===== config.mk =====
export PLATFORM = sky130hd
export DESIGN_NAME = cache_controller
export DESIGN_NICKNAME = d
export VERILOG_FILES = /design/src/rtl/cache_controller.sv
export SDC_FILE = /design/constraint.sdc
export NUM_CORES = 1
export LEC_CHECK = 0
export ABC_CLOCK_PERIOD_IN_PS = 2200
export CAP_MARGIN = 5
export CORE_MARGIN = 10
export CORE_UTILIZATION = 50
export CTS_CLUSTER_SIZE = 10
export DETAILED_ROUTE_END_ITERATION = 16
export DONT_BUFFER_PORTS = 1
export GPL_TIMING_DRIVEN = 0
export PLACE_DENSITY_LB_ADDON = 0.15
export SETUP_SLACK_MARGIN = 0.1
export SYNTH_ARGS = -nofsm -noshare
export SYNTH_HDL_FRONTEND = slang
export SYNTH_SLANG_ARGS = --single-unit

===== constraint.sdc =====
create_clock -name CLK -period 2.2 [get_ports CLK]
set_input_delay 0.44 -clock CLK [delete_from_list [all_inputs] [get_ports CLK]]
set_output_delay 0.44 -clock CLK [all_outputs]
set_load 0.05 [all_outputs]

===== src/rtl/cache_controller.sv =====
// Miss-handling FSM for the 2-way, 8-set, 32-byte-line write-back data cache.
// Sequences datapath strobes for hits, dirty evictions and line fills; keeps event counters.
module cache_controller (
  input  logic        CLK,
  input  logic        RST,
  input  logic        cpu_read,
  input  logic        cpu_write,
  input  logic [31:0] cpu_addr,
  output logic        cpu_ready,
  output logic        busy,
  input  logic        hit,
  input  logic        lru_valid,
  input  logic        lru_dirty,
  input  logic [23:0] victim_tag,
  output logic        addr_valid,
  output logic        update_lru,
  output logic        set_dirty,
  output logic        update_cacheline,
  output logic        update_tag,
  output logic        set_valid,
  output logic        clear_dirty,
  output logic        clear_valid,
  output logic        mem_rd_req,
  output logic        mem_wr_req,
  output logic [31:0] mem_line_addr,
  input  logic        mem_ack,
  output logic [31:0] hit_cnt,
  output logic [31:0] miss_cnt,
  output logic [31:0] wb_cnt
);

  typedef enum logic [1:0] {IDLE, WRITEBACK, FETCH} state_t;

  state_t state;
  logic   refill;
  logic   req;
  logic   fill;

  assign req         = cpu_read | cpu_write;
  assign busy        = (state != IDLE);
  assign clear_valid = 1'b0;

  // Hit-path and fill strobes must act in the same cycle as the lookup / mem_ack,
  // so they are decoded from the registered state; RST masks them.
  assign fill = !RST && (state == FETCH) && mem_ack;

  always_comb begin
    addr_valid = 1'b0;
    update_lru = 1'b0;
    set_dirty  = 1'b0;
    cpu_ready  = 1'b0;
    if (!RST && (state == IDLE) && req && hit) begin
      addr_valid = 1'b1;
      update_lru = 1'b1;
      set_dirty  = cpu_write;
      cpu_ready  = 1'b1;
    end
  end

  assign update_cacheline = fill;
  assign update_tag       = fill;
  assign set_valid        = fill;
  assign clear_dirty      = fill;

  always_ff @(posedge CLK) begin
    if (RST) begin
      state         <= IDLE;
      refill        <= 1'b0;
      mem_rd_req    <= 1'b0;
      mem_wr_req    <= 1'b0;
      mem_line_addr <= '0;
      hit_cnt       <= '0;
      miss_cnt      <= '0;
      wb_cnt        <= '0;
    end else begin
      case (state)
        IDLE: if (req) begin
          if (hit) begin
            // the re-lookup right after a fill is the tail of a miss, not a new hit
            if (!refill) hit_cnt <= hit_cnt + 32'd1;
            refill <= 1'b0;
          end else begin
            miss_cnt <= miss_cnt + 32'd1;
            if (lru_valid && lru_dirty) begin
              state         <= WRITEBACK;
              mem_wr_req    <= 1'b1;
              mem_line_addr <= {victim_tag, cpu_addr[7:5], 5'b0};
            end else begin
              state         <= FETCH;
              mem_rd_req    <= 1'b1;
              mem_line_addr <= {cpu_addr[31:5], 5'b0};
            end
          end
        end
        WRITEBACK: if (mem_ack) begin
          wb_cnt        <= wb_cnt + 32'd1;
          state         <= FETCH;
          mem_wr_req    <= 1'b0;
          mem_rd_req    <= 1'b1;
          mem_line_addr <= {cpu_addr[31:5], 5'b0};
        end
        FETCH: if (mem_ack) begin
          state         <= IDLE;
          mem_rd_req    <= 1'b0;
          mem_line_addr <= '0;
          refill        <= 1'b1;
        end
        default: state <= IDLE;
      endcase
    end
  end

endmodule

Word-level counts from Yosys, hierarchy flattened
Index checks and enable logic that the tools add are counted.

Bits in registers: 133. Output and inout port bits: 140. Word-level logic and storage cells: 70.

$add $sub $neg: 3. Equal/unequal tests: 9. Multiplexer cells: 27. Bitwise gates (word level): 3. Reductions and logical operators: 20.

Operators by type and width (number): $mux 32 (5); $add 32x1->32 const B (3); $pmux 32 s3 (1); $mux 1 (12); $ne 2x2->1 const B (6); $reduce_and 4->1 (3); $mux 2 (5); $reduce_and 5->1 (2); $logic_and 1x1->1 (6); $pmux 2 s3 (1); $reduce_and 6->1 (1); $reduce_bool 2->1 (3); $pmux 1 s2 (2); $pmux 1 s3 (1); $reduce_and 3->1 (1); $reduce_bool 3->1 (1); $eq 2x1->1 const B (1); $eq 2x2->1 const B (1); $logic_not 2->1 (1); $ne 2x1->1 const B (1); $not 1->1 (2); $reduce_and 2->1 (1); $logic_not 1->1 (1); $or 1x1->1 (1).

Longest topological paths before layout
Gate-level depths: netlist (run 1).

Word-level depth: 5. Gate-level depth with buffers: 9. Depth with buffers taken out: 7.

Worst setup path after synthesis (run 1)
Ideal clock, no wire load.

Kind: input -> output. Start: in RST. End: out set_valid. Data arrival time: 2536 ps. Required time: 1760 ps. Setup slack: -776 ps. Stages: 5. Path buffers: 4. Cell sequence: clkbuf_1 > clkbuf_1 > clkbuf_1 > nor3_1 > buf_4.

Longest elaborated chain between the ends: 3.

RTL lines: from (decl) (RTL line 5) `input logic RST,`; $logic_not 1->1 (RTL line 45) `assign fill = !RST && (state == FETCH) && mem_ack;`; $logic_and 1x1->1 (2 in series) (RTL line 45); to (decl) (RTL line 20) `output logic set_valid,`.

Every way passes these cells.

Final worst setup path (run 1)
Start: reg state[0]. End: out update_tag.

Longest elaborated chain between the ends: 3.

RTL lines: from (decl) (RTL line 34) `state_t state;`; from (signal assigned) (RTL line 67) `state <= IDLE;`; from (signal assigned) (RTL line 85) `state <= WRITEBACK;`; from (signal assigned) (RTL line 89) `state <= FETCH;`; $eq 2x2->1 (RTL line 45); $logic_and 1x1->1 (2 in series) (RTL line 45); to (decl) (RTL line 19) `output logic update_tag,`.

Every way passes these cells.

==> results.toml, run 1 <==
[run_status]
status = "finished with violations"
failed_checks = "negative setup slack"

[finish]
num_antenna_cells = 0
final_layout_size_suffix_gt1_frac = 0.2754
nNetsFinal = 848
syn2layout_area_growth_pct = 26.85
postLayoutCellArea_mm2 = 0.007536
fill_cells = 934

[grt]
antenna_found_initial = 0
grt_pass1_vias = 5290
grt_use_total = 0.2144
grt_max_degree = 17
grt_first_pass_wirelength_um = 28350
grt-ovfl-total = 0

[sta]
period_minus_slack_ps = 2286
clock_skew_ps = 5.582
hold_ws_ps = 174.7
postLayoutSetupSlackWorst_ps = -85.98
tns_ps = -330.6
finalCritPeriodShare = 1.039
worst_slew_pin_slew_ps = 734.2
fmax_mhz = 437.4
hold_viol_final = 0
slew_violations = 0
relSlewSlack = 0.5089
rsz0062_at_grt = "true"
setup_violations = 4

[floorplan]
io_pins = 204
die_x_um = 129
dieArea_mm2 = 0.01664
die_height_um = 129
rows = 39
start_util = 0.5159
coreArea_mm2 = 0.01152

[critical_path]
end_kind = "primary output"
cp_num_buf_inv = 3
crit_fanout = 4
start_kind = "flip-flop"
path_cells = "inv_4 > ha_4 > inv_4 > nor3_4 > buf_6"
crit_slowest_cell = "nor3_4"
slowest_delay_ps = 560
cp_top_family = "simple AND/OR/NAND/NOR gates"
cpMostUsedCell = "inv_4"
critical_path_arrival_ps = 1850
worst-setup-path-type = "reg2out"
required_ps = 1760

[yosys]
synth.cell_area_mm2 = 0.005941
ys_seq_elements = 128
ys_types = 47
synth.most_common_cell = "dfxtp_1"
yosysSeqAreaShare = 0.4313
yosysWarnings = 0
postSynthAreaPerCell_um2 = 8.355
synth_top_area_cell = "dfxtp_1"
synth_cells = 711
synthFlopType = "dfxtp_1"
synth_top_area_frac = 0.4313
synth_area_leaders = "dfxtp_1 (43%), xor2_1 (9.4%), nor2_1 (7.8%), nand3_1 (5.3%), nand4_1 (4.7%)"
ys_top_cells_by_count = "dfxtp_1 (128), nor2_1 (124), nand2_1 (64), xor2_1 (64), nand3_1 (63)"
synth-edff-count = 0
synthArstFlopShare = 0

[placed_design]
port_buffers = 0
placed_cell_area_mm2 = 0.006211
dp_slack_ps = -320.8
dp_hpwl_um = 13060
gp_congestion = 0.8516

[clock_tree]
cts.sinks = 128
clk_latency_ps = 420
cts_buffers = 17
postCtsHoldBufs = 0
tritoncts = "done"
clk_pin_slew_ps = 50
clockRootBuffer = "clkbuf_16"
htreeDepth = 4
clockBufferDepth = 2

[route]
route.detailed.wl_per_inst_um = 19.80
viasPerCell = 5.866
post-route-drc-count = 0
vias = 5461
dr.pass1.iters = 5
drt.antenna.violating_nets = 0
drtIter0Drc = 347
drt_wl_total_um = 18440

[power]
cellPowerDensity_mw_per_mm2 = 903.6
ir_worst_vdd_v = 0.0007931
p_leak_nw = 2.859

[hold_path]
hp-class = "in2reg"

[job]
timing.max_cap.violations = 0
flip-flops by register name (all words and copies together) (netlist names):
| register | count |
|---|---|
| mem_line_addr | 27 |
| mem_rd_req | 1 |
| miss_cnt | 32 |
| hit_cnt | 32 |
| refill | 1 |
| wb_cnt | 32 |
| state | 2 |
| mem_wr_req | 1 |
repair_timing:
action                                  in CTS  in global routing
endpoints found under the setup margin     106                 84
cloned                                       0                  4
pin swaps                                   23                 41
buffers inserted                            23                 17
gates resized for setup                    101                 59
metrics by stage:
step           instances  total power (W)    util
2_1_floorplan        716         0.003663       -
3_3_place_gp         859         0.003838  0.5393
3_5_place_dp         859         0.003870  0.5393
4_1_cts              912         0.006751  0.6286
5_1_grt              931         0.007075  0.6544
6_report             931         0.006809  0.6544
worst reg2reg max path, cell delays in order, from the launching register on:
cell      delay, ps
dfxtp_4         350
inv_4            80
ha_4            130
buf_6           100
o211ai_4         90
buf_4           160
buf_6           110
buf_6           120
nor3_4          230
nand3_4         130
or4_4           500
a21oi_2         130
logic make-up after synthesis:
group | Yosys count | synth area share
AOI/OAI and AO/OA | 63 | 0.07540
xor gates and xnor gates | 84 | 0.1238
adders and majority gates | 7 | 0.01474
buffers and inverters | 62 | 0.04760
DFF | 128 | 0.4313
muxes | 1 | 0.001895
other | 1 | 0.0006312
and+or+nand+nor | 365 | 0.3045
worst paths after layout:
path | startpoint | endpoint | slack [ps] | depth (start not counted)
max | state[0] | update_tag | -90 | 5
min | cpu_addr[6] | mem_line_addr[6] | 170 | 2
max reg2reg | state[0] | hit_cnt[31] | 10 | 11
min reg2reg | wb_cnt[1] | wb_cnt[1] | 580 | 2
cell type report:
class	count	area (um2)	area share
multi-input combinational	526	3348	0.4443
tap	143	178.9	0.02374
buffer	48	329.1	0.04367
clock buffer	24	501.7	0.06658
clock inverter	6	80.08	0.01063
timing repair buffer	43	357.8	0.04748
inverter	13	60.06	0.007969
sequential	128	2680	0.3556
layout by cell type (no fill, tap or decap), types with 5 or more instances in the layout:
cell type / Yosys / final
dfxtp_4: 0 / 12
nand3_1: 63 / 61
clkbuf_1: 30 / 20
conb_1: 1 / 6
a21oi_1: 17 / 15
and4_1: 5 / 5
clkbuf_8: 0 / 6
buf_6: 0 / 21
xor2_1: 64 / 64
clkbuf_16: 0 / 17
a311oi_1: 24 / 23
dfxtp_2: 0 / 58
nor3_1: 12 / 6
o21ai_0: 8 / 8
xnor2_1: 20 / 19
nor4_4: 2 / 6
nor4_1: 10 / 5
nor3_4: 0 / 6
inv_1: 13 / 9
nand2_1: 64 / 63
nand4_1: 45 / 45
or3_1: 6 / 5
dfxtp_1: 128 / 58
and3_1: 8 / 8
ha_1: 7 / 5
buf_4: 11 / 41
nor2_1: 124 / 123
where the power goes:
part           total, W  internal [W]  switching (W)
logic          0.000991      0.000417       0.000574
clock network   0.00277       0.00180       0.000972
registers       0.00305       0.00246       0.000595
total           0.00681       0.00467        0.00214
metal layers:
metal  global-route usage  wire length, um
met5                    0                0
met4              0.07358              310
met3               0.1224             2264
met2               0.3671             9253
met1               0.2153             6610
Note: power is estimated with default switching activity, not from simulation.
==> run 2, diff against run 1 <==
--- a/config.mk
+++ b/config.mk
@@ -6,7 +6,7 @@
 export NUM_CORES = 1
 export LEC_CHECK = 0
 export ABC_CLOCK_PERIOD_IN_PS = 2200
-export CAP_MARGIN = 5
+export CAP_MARGIN = 25
 export CORE_MARGIN = 10
 export CORE_UTILIZATION = 50
 export CTS_CLUSTER_SIZE = 10
==> results of run 2 <==
No change in the layout: final DEF, timing and power equal those of run 1.
